--- config.mk ---
export PLATFORM = sky130hd
export DESIGN_NAME = prio_arb_rr
export DESIGN_NICKNAME = d
export VERILOG_FILES = /design/src/rtl/prio_arb_rr.sv
export SDC_FILE = /design/constraint.sdc
export NUM_CORES = 1
export LEC_CHECK = 0
export CAP_MARGIN = 20
export CORE_MARGIN = 3
export CORE_UTILIZATION = 50
export CTS_CLUSTER_DIAMETER = 150
export DETAILED_ROUTE_END_ITERATION = 10
export PLACE_DENSITY = 0.79
export SKIP_LAST_GASP = 1
export SLEW_MARGIN = 20
export SYNTH_ARGS = -nofsm -noshare
export SYNTH_HDL_FRONTEND = slang
export SYNTH_SLANG_ARGS = --single-unit
--- constraint.sdc ---
create_clock -name clk -period 4.85 [get_ports clk]
set_input_delay 0.7275 -clock clk [delete_from_list [all_inputs] [get_ports clk]]
set_output_delay 0.7275 -clock clk [all_outputs]
set_load 0.005 [all_outputs]
--- src/rtl/prio_arb_rr.sv ---
// prio_arb_rr: N-way request arbiter with a registered grant index and a
// valid/ready output handshake. It runs in fixed-priority mode (lowest index
// wins) or round-robin mode.
//
// Optional feature macro: PRIO_ARB_MASK_EN.
//   When it is defined, the module gets a req_mask input. The effective
//   request vector becomes req & ~req_mask.
//   When it is undefined, the effective request vector is req itself.
module prio_arb_rr #(
    parameter int N = 8,
    localparam int W = $clog2(N)
) (
    input  logic         clk,
    input  logic         rst_n,
    input  logic [N-1:0] req,
    input  logic         mode,
    input  logic         gnt_rdy,
`ifdef PRIO_ARB_MASK_EN
    input  logic [N-1:0] req_mask,
`endif
    output logic         gnt_vld,
    output logic [W-1:0] gnt_idx,
    output logic [N-1:0] gnt_oh,
    output logic [W:0]   gnt_pend
);

    typedef enum logic {
        IDLE  = 1'b0,
        GRANT = 1'b1
    } state_t;

    state_t       state_reg, state_next;
    logic [W-1:0] ptr_reg, ptr_next;
    logic [W-1:0] gnt_idx_reg, gnt_idx_next;
    logic [N-1:0] gnt_oh_reg, gnt_oh_next;
    logic [W:0]   gnt_pend_reg, gnt_pend_next;

    logic [N-1:0] eff_req;
    logic         any_req;
    logic [W-1:0] idx_inc;
    logic [W-1:0] rr_start;
    logic [W-1:0] scan_start;
    logic [N-1:0] rot_req;
    logic [W-1:0] rot_off;
    logic [W:0]   win_sum;
    logic [W-1:0] win_idx;
    logic [N-1:0] win_oh;
    logic [W:0]   pend_cnt;

`ifdef PRIO_ARB_MASK_EN
    assign eff_req = req & ~req_mask;
`else
    assign eff_req = req;
`endif

    assign any_req = |eff_req;

    // The successor of the current grant wraps at N, not at 2^W.
    // This keeps indices N..2^W-1 unreachable.
    assign idx_inc = (gnt_idx_reg == W'(N - 1)) ? '0 : gnt_idx_reg + 1'b1;

    // In IDLE the round-robin search starts at the stored pointer.
    // At an accepting edge it starts just past the grant being retired.
    // Fixed priority is simply a search that always starts at index 0.
    assign rr_start   = (state_reg == IDLE) ? ptr_reg : idx_inc;
    assign scan_start = mode ? rr_start : '0;

    // Rotate the request vector so that the search start lands on bit 0.
    generate
        for (genvar gi = 0; gi < N; gi++) begin : g_rot
            logic [W:0]   src_sum;
            logic [W-1:0] src_idx;
            assign src_sum = {1'b0, scan_start} + (W+1)'(gi);
            assign src_idx = (src_sum >= (W+1)'(N)) ? W'(src_sum - (W+1)'(N))
                                                    : src_sum[W-1:0];
            assign rot_req[gi] = eff_req[src_idx];
        end
    endgenerate

    // Lowest set bit of the rotated vector = offset of the winner from the start.
    always_comb begin
        rot_off = '0;
        for (int k = N - 1; k >= 0; k--) begin
            if (rot_req[k]) begin
                rot_off = W'(k);
            end
        end
    end

    // Undo the rotation to get the winner index, wrapping modulo N.
    assign win_sum = {1'b0, scan_start} + {1'b0, rot_off};
    assign win_idx = (win_sum >= (W+1)'(N)) ? W'(win_sum - (W+1)'(N))
                                            : win_sum[W-1:0];

    generate
        for (genvar gi = 0; gi < N; gi++) begin : g_oh
            assign win_oh[gi] = (win_idx == W'(gi));
        end
    endgenerate

    // Popcount of the effective request vector. The winner is included in the count.
    always_comb begin
        pend_cnt = '0;
        for (int k = 0; k < N; k++) begin
            pend_cnt = pend_cnt + (W+1)'(eff_req[k]);
        end
    end

    // Next-state logic.
    // A capture happens on any edge in IDLE, or on an accepted edge in GRANT.
    // An unaccepted grant holds every output stable.
    always_comb begin
        state_next    = state_reg;
        ptr_next      = ptr_reg;
        gnt_idx_next  = gnt_idx_reg;
        gnt_oh_next   = gnt_oh_reg;
        gnt_pend_next = gnt_pend_reg;

        // The pointer advances on every completed handshake, in both modes.
        // This lets round-robin resume fairly after a period of fixed mode.
        if (state_reg == GRANT && gnt_rdy) begin
            ptr_next = idx_inc;
        end

        if (state_reg == IDLE || gnt_rdy) begin
            if (any_req) begin
                state_next    = GRANT;
                gnt_idx_next  = win_idx;
                gnt_oh_next   = win_oh;
                gnt_pend_next = pend_cnt;
            end else begin
                // gnt_idx and gnt_pend keep their last values while idle.
                state_next  = IDLE;
                gnt_oh_next = '0;
            end
        end
    end

    // State register. Reset is synchronous and active-low, and it overrides any handshake in progress.
    always_ff @(posedge clk) begin
        if (!rst_n) begin
            state_reg    <= IDLE;
            ptr_reg      <= '0;
            gnt_idx_reg  <= '0;
            gnt_oh_reg   <= '0;
            gnt_pend_reg <= '0;
        end else begin
            state_reg    <= state_next;
            ptr_reg      <= ptr_next;
            gnt_idx_reg  <= gnt_idx_next;
            gnt_oh_reg   <= gnt_oh_next;
            gnt_pend_reg <= gnt_pend_next;
        end
    end

    assign gnt_vld  = (state_reg == GRANT);
    assign gnt_idx  = gnt_idx_reg;
    assign gnt_oh   = gnt_oh_reg;
    assign gnt_pend = gnt_pend_reg;

endmodule

==> flow_summary.json, run 1 <==
{
  "status": "complete, no violations",
  "vias_per_cell": 5.537,
  "core.rowCount": 20,
  "hold_path.class": "reg2reg",
  "crit_family": "simple AND/OR/NAND/NOR gates",
  "setup_violations": 0,
  "fin_crit_sh_pct": 91.66,
  "io_pins": 28,
  "cts.clk_slew.worst_paths_ns": 0.10,
  "cts-root-buf": "clkbuf_4",
  "maxCapViolCount": 0,
  "yosys.area.top_type": "dfxtp_1",
  "top_layer": "met4",
  "fin_util_pct": 64.12,
  "multi_input_area_sq_mm": 0.001189,
  "fillers": 288,
  "io_buffers": 27,
  "die_area_sq_mm": 0.004070,
  "place_hpwl_mm": 2.924,
  "cts_buffer_depth": 2,
  "crit_path_max_fanout": 10,
  "period_needed_ns": 4.446,
  "ant_nets": 0,
  "fp.dieH_microns": 63.80,
  "slowest_stage": "clkdlybuf4s50_1",
  "holdBufCountCts": 0,
  "path_cells": "clkdlybuf4s50_1 > and4bb_4 > nor2_8 > inv_2 > ha_1 > nand2b_1 > a211o_1 > nand2_1 > mux2i_1 > o21ai_0 > a22oi_1 > o21ai_0 > ha_1 > inv_1 > fa_1 > xnor2_1 > nor2b_1 > mux2i_1 > buf_4 > o31ai_2",
  "register_area_sq_um": 380.4,
  "p_clk_share_pct": 10.3,
  "wl_met1_mm": 1.689,
  "finClkSkew_ns": 0.004278,
  "synth_warnings": 0,
  "worst_pin_slew_ns": 0.3973,
  "routed_wl_mm": 3.671,
  "seq_area_frac_synth_pct": 22.77,
  "post_route_cells_drive_above_1_share_pct": 7.522,
  "cts_buffers": 3,
  "postSynthAreaPerCell_sq_um": 8.394,
  "power.density_mw_per_mm2": 377.7,
  "critPathCaptureType": "flip-flop",
  "slowest_delay_ns": 0.58,
  "initial_core_util_pct": 53.40,
  "dr.pass1.iters": 4,
  "p_leak_nw": 0.8616,
  "ctsResizeCount": 0,
  "max_freq_mhz": 224.9,
  "grt_pass1_wl_mm": 6.582,
  "first_global_vias": 1487,
  "cts_max_level": 1,
  "grt_antenna_before_repair": 0,
  "cts_sinks": 19,
  "synth_edf_count": 0,
  "grt_max_degree": 14,
  "dpl-instance-area_sq_mm": 0.001979,
  "mostFrequentLayoutCells": "30 x nand2_1, 27 x clkdlybuf4s50_1, 19 x dfxtp_1",
  "wl_met2_mm": 1.787,
  "postSynthCellCount": 199,
  "ys_seq_elements": 19,
  "final-hold-violation-count": 0,
  "rsz0062_at_grt": "no",
  "yosys.cell_types.count": 51,
  "start_kind": "primary input",
  "arrival_ns": 4.67,
  "wl_per_cell_microns": 13.60,
  "num_antenna_cells": 0,
  "core_area_sq_mm": 0.003128,
  "slew_viol_final": 0,
  "cts_tree": "built",
  "remaining_drc_errors": 0,
  "syn_nets": 225,
  "synth.area.top_cells": "dfxtp_1 23%, ha_1 6.7%, nand2_1 6.7%",
  "internal_power_mw": 0.4527,
  "clk_latency_ns": 0.30,
  "cts_setup_buffers": 0,
  "via_count": 1495,
  "crit_buf_inv": 4,
  "grt_usage_pct": 19.64,
  "drt-initial-drc-count": 93,
  "crit_required_ns": 5.07,
  "largest_register_ffs": 8,
  "swShare_pct": 40.25,
  "synthArstFlopShare_pct": 0,
  "synth-main-ff-cell": "dfxtp_1",
  "syn_area_sq_mm": 0.001670,
  "fin_area_sq_mm": 0.002006,
  "seqPwrFrac_pct": 28.3,
  "setup_tns_ns": 0,
  "yosysTopAreaCellShare_pct": 22.77,
  "path_class": "in2reg",
  "layout.nets": 253,
  "vdd_drop_max_v": 0.0002381,
  "globalRouteOverflowTotal": 0,
  "place_congestion": 0.8612,
  "final_common_cell": "nand2_1",
  "p_sw_mw": 0.3050,
  "wl_met3_microns": 146,
  "fp.dieW_microns": 63.80,
  "areaGrowthSynthToFinish_pct": 20.07,
  "pwr-share-comb_pct": 61.4,
  "slew_headroom_pct": 73.14
}
layer usage:
metal	vias up	global-route usage [%]
met5	-	0
met4	0	5.391
met3	6	4.218
met2	40	33.55
met1	689	24.78
li1	760	-
final cells by class:
class	count	area share (%)
clock buffers	4	1.310
well taps	44	2.745
flip-flops and latches	19	18.96
inverters	16	3.119
multi-input cells	157	59.26
repair buffers	30	14.60
path summary, 6_finish.rpt:
check        cells past startpoint       start         to  slack [ns]
min reg2reg                      2   gnt_oh[7]  gnt_oh[7]        0.45
max reg2reg                     21  gnt_idx[0]  gnt_oh[6]        0.53
min                              2   gnt_oh[7]  gnt_oh[7]        0.45
max                             20        mode  gnt_oh[6]        0.40
cell families after synthesis:
logic type | synth area share (%)
simple gates | 26.74
compound gates | 18.95
buf+inv | 6.067
flops | 22.77
fa+ha+maj | 12.73
mux | 10.11
xor+xnor | 2.622
cell usage after synthesis (3+ instances only):
cell,count
a211o_1,3
a211oi_1,4
a21oi_1,5
and2_1,3
clkbuf_1,3
dfxtp_1,19
fa_1,5
ha_1,9
inv_1,14
mux2i_1,9
mux4_2,3
nand2_1,30
nand2b_1,8
nand3_1,11
nand4_1,3
nor2b_1,8
o21ai_0,11
o21ai_1,5
xnor2_1,5
power groups by stage:
stage	logic [mW]	clock network (mW)	registers, mW
finish	0.465	0.0782	0.214
global placement	0.456	0	0.217
detailed placement	0.465	0	0.218
global route	0.519	0.0880	0.220
floorplan	0.315	0	0.218
CTS	0.467	0.0802	0.215
worst min-delay path: cells and delay by family, from the launching register on:
kind,cells,cell delay (ns)
and+or+nand+nor,1,0.05
AOI/OAI and AO/OA,1,0.05
DFF,1,0.32
metrics by stage:
step / setup WS [ns] / power, mW / std cells / hold WS, ns
2_1_floorplan: 0.8137 / 0.5323 / 199 / 0.4393
3_3_place_gp: 0.2155 / 0.6727 / 266 / 0.4381
3_5_place_dp: 0.1042 / 0.6830 / 266 / 0.4423
4_1_cts: 0.4191 / 0.7617 / 270 / 0.4559
5_1_grt: 0.09054 / 0.8264 / 270 / 0.4753
6_report: 0.4043 / 0.7576 / 270 / 0.4519
Power figures use the tool's default switching activity.
==> run 2, diff against run 1 <==
--- a/config.mk
+++ b/config.mk
@@ -12,7 +12,6 @@
 export DETAILED_ROUTE_END_ITERATION = 10
 export PLACE_DENSITY = 0.79
 export SKIP_LAST_GASP = 1
-export SLEW_MARGIN = 20
 export SYNTH_ARGS = -nofsm -noshare
 export SYNTH_HDL_FRONTEND = slang
 export SYNTH_SLANG_ARGS = --single-unit
==> results of run 2 <==
The final DEF is identical to that of run 1; final timing and power are the same.
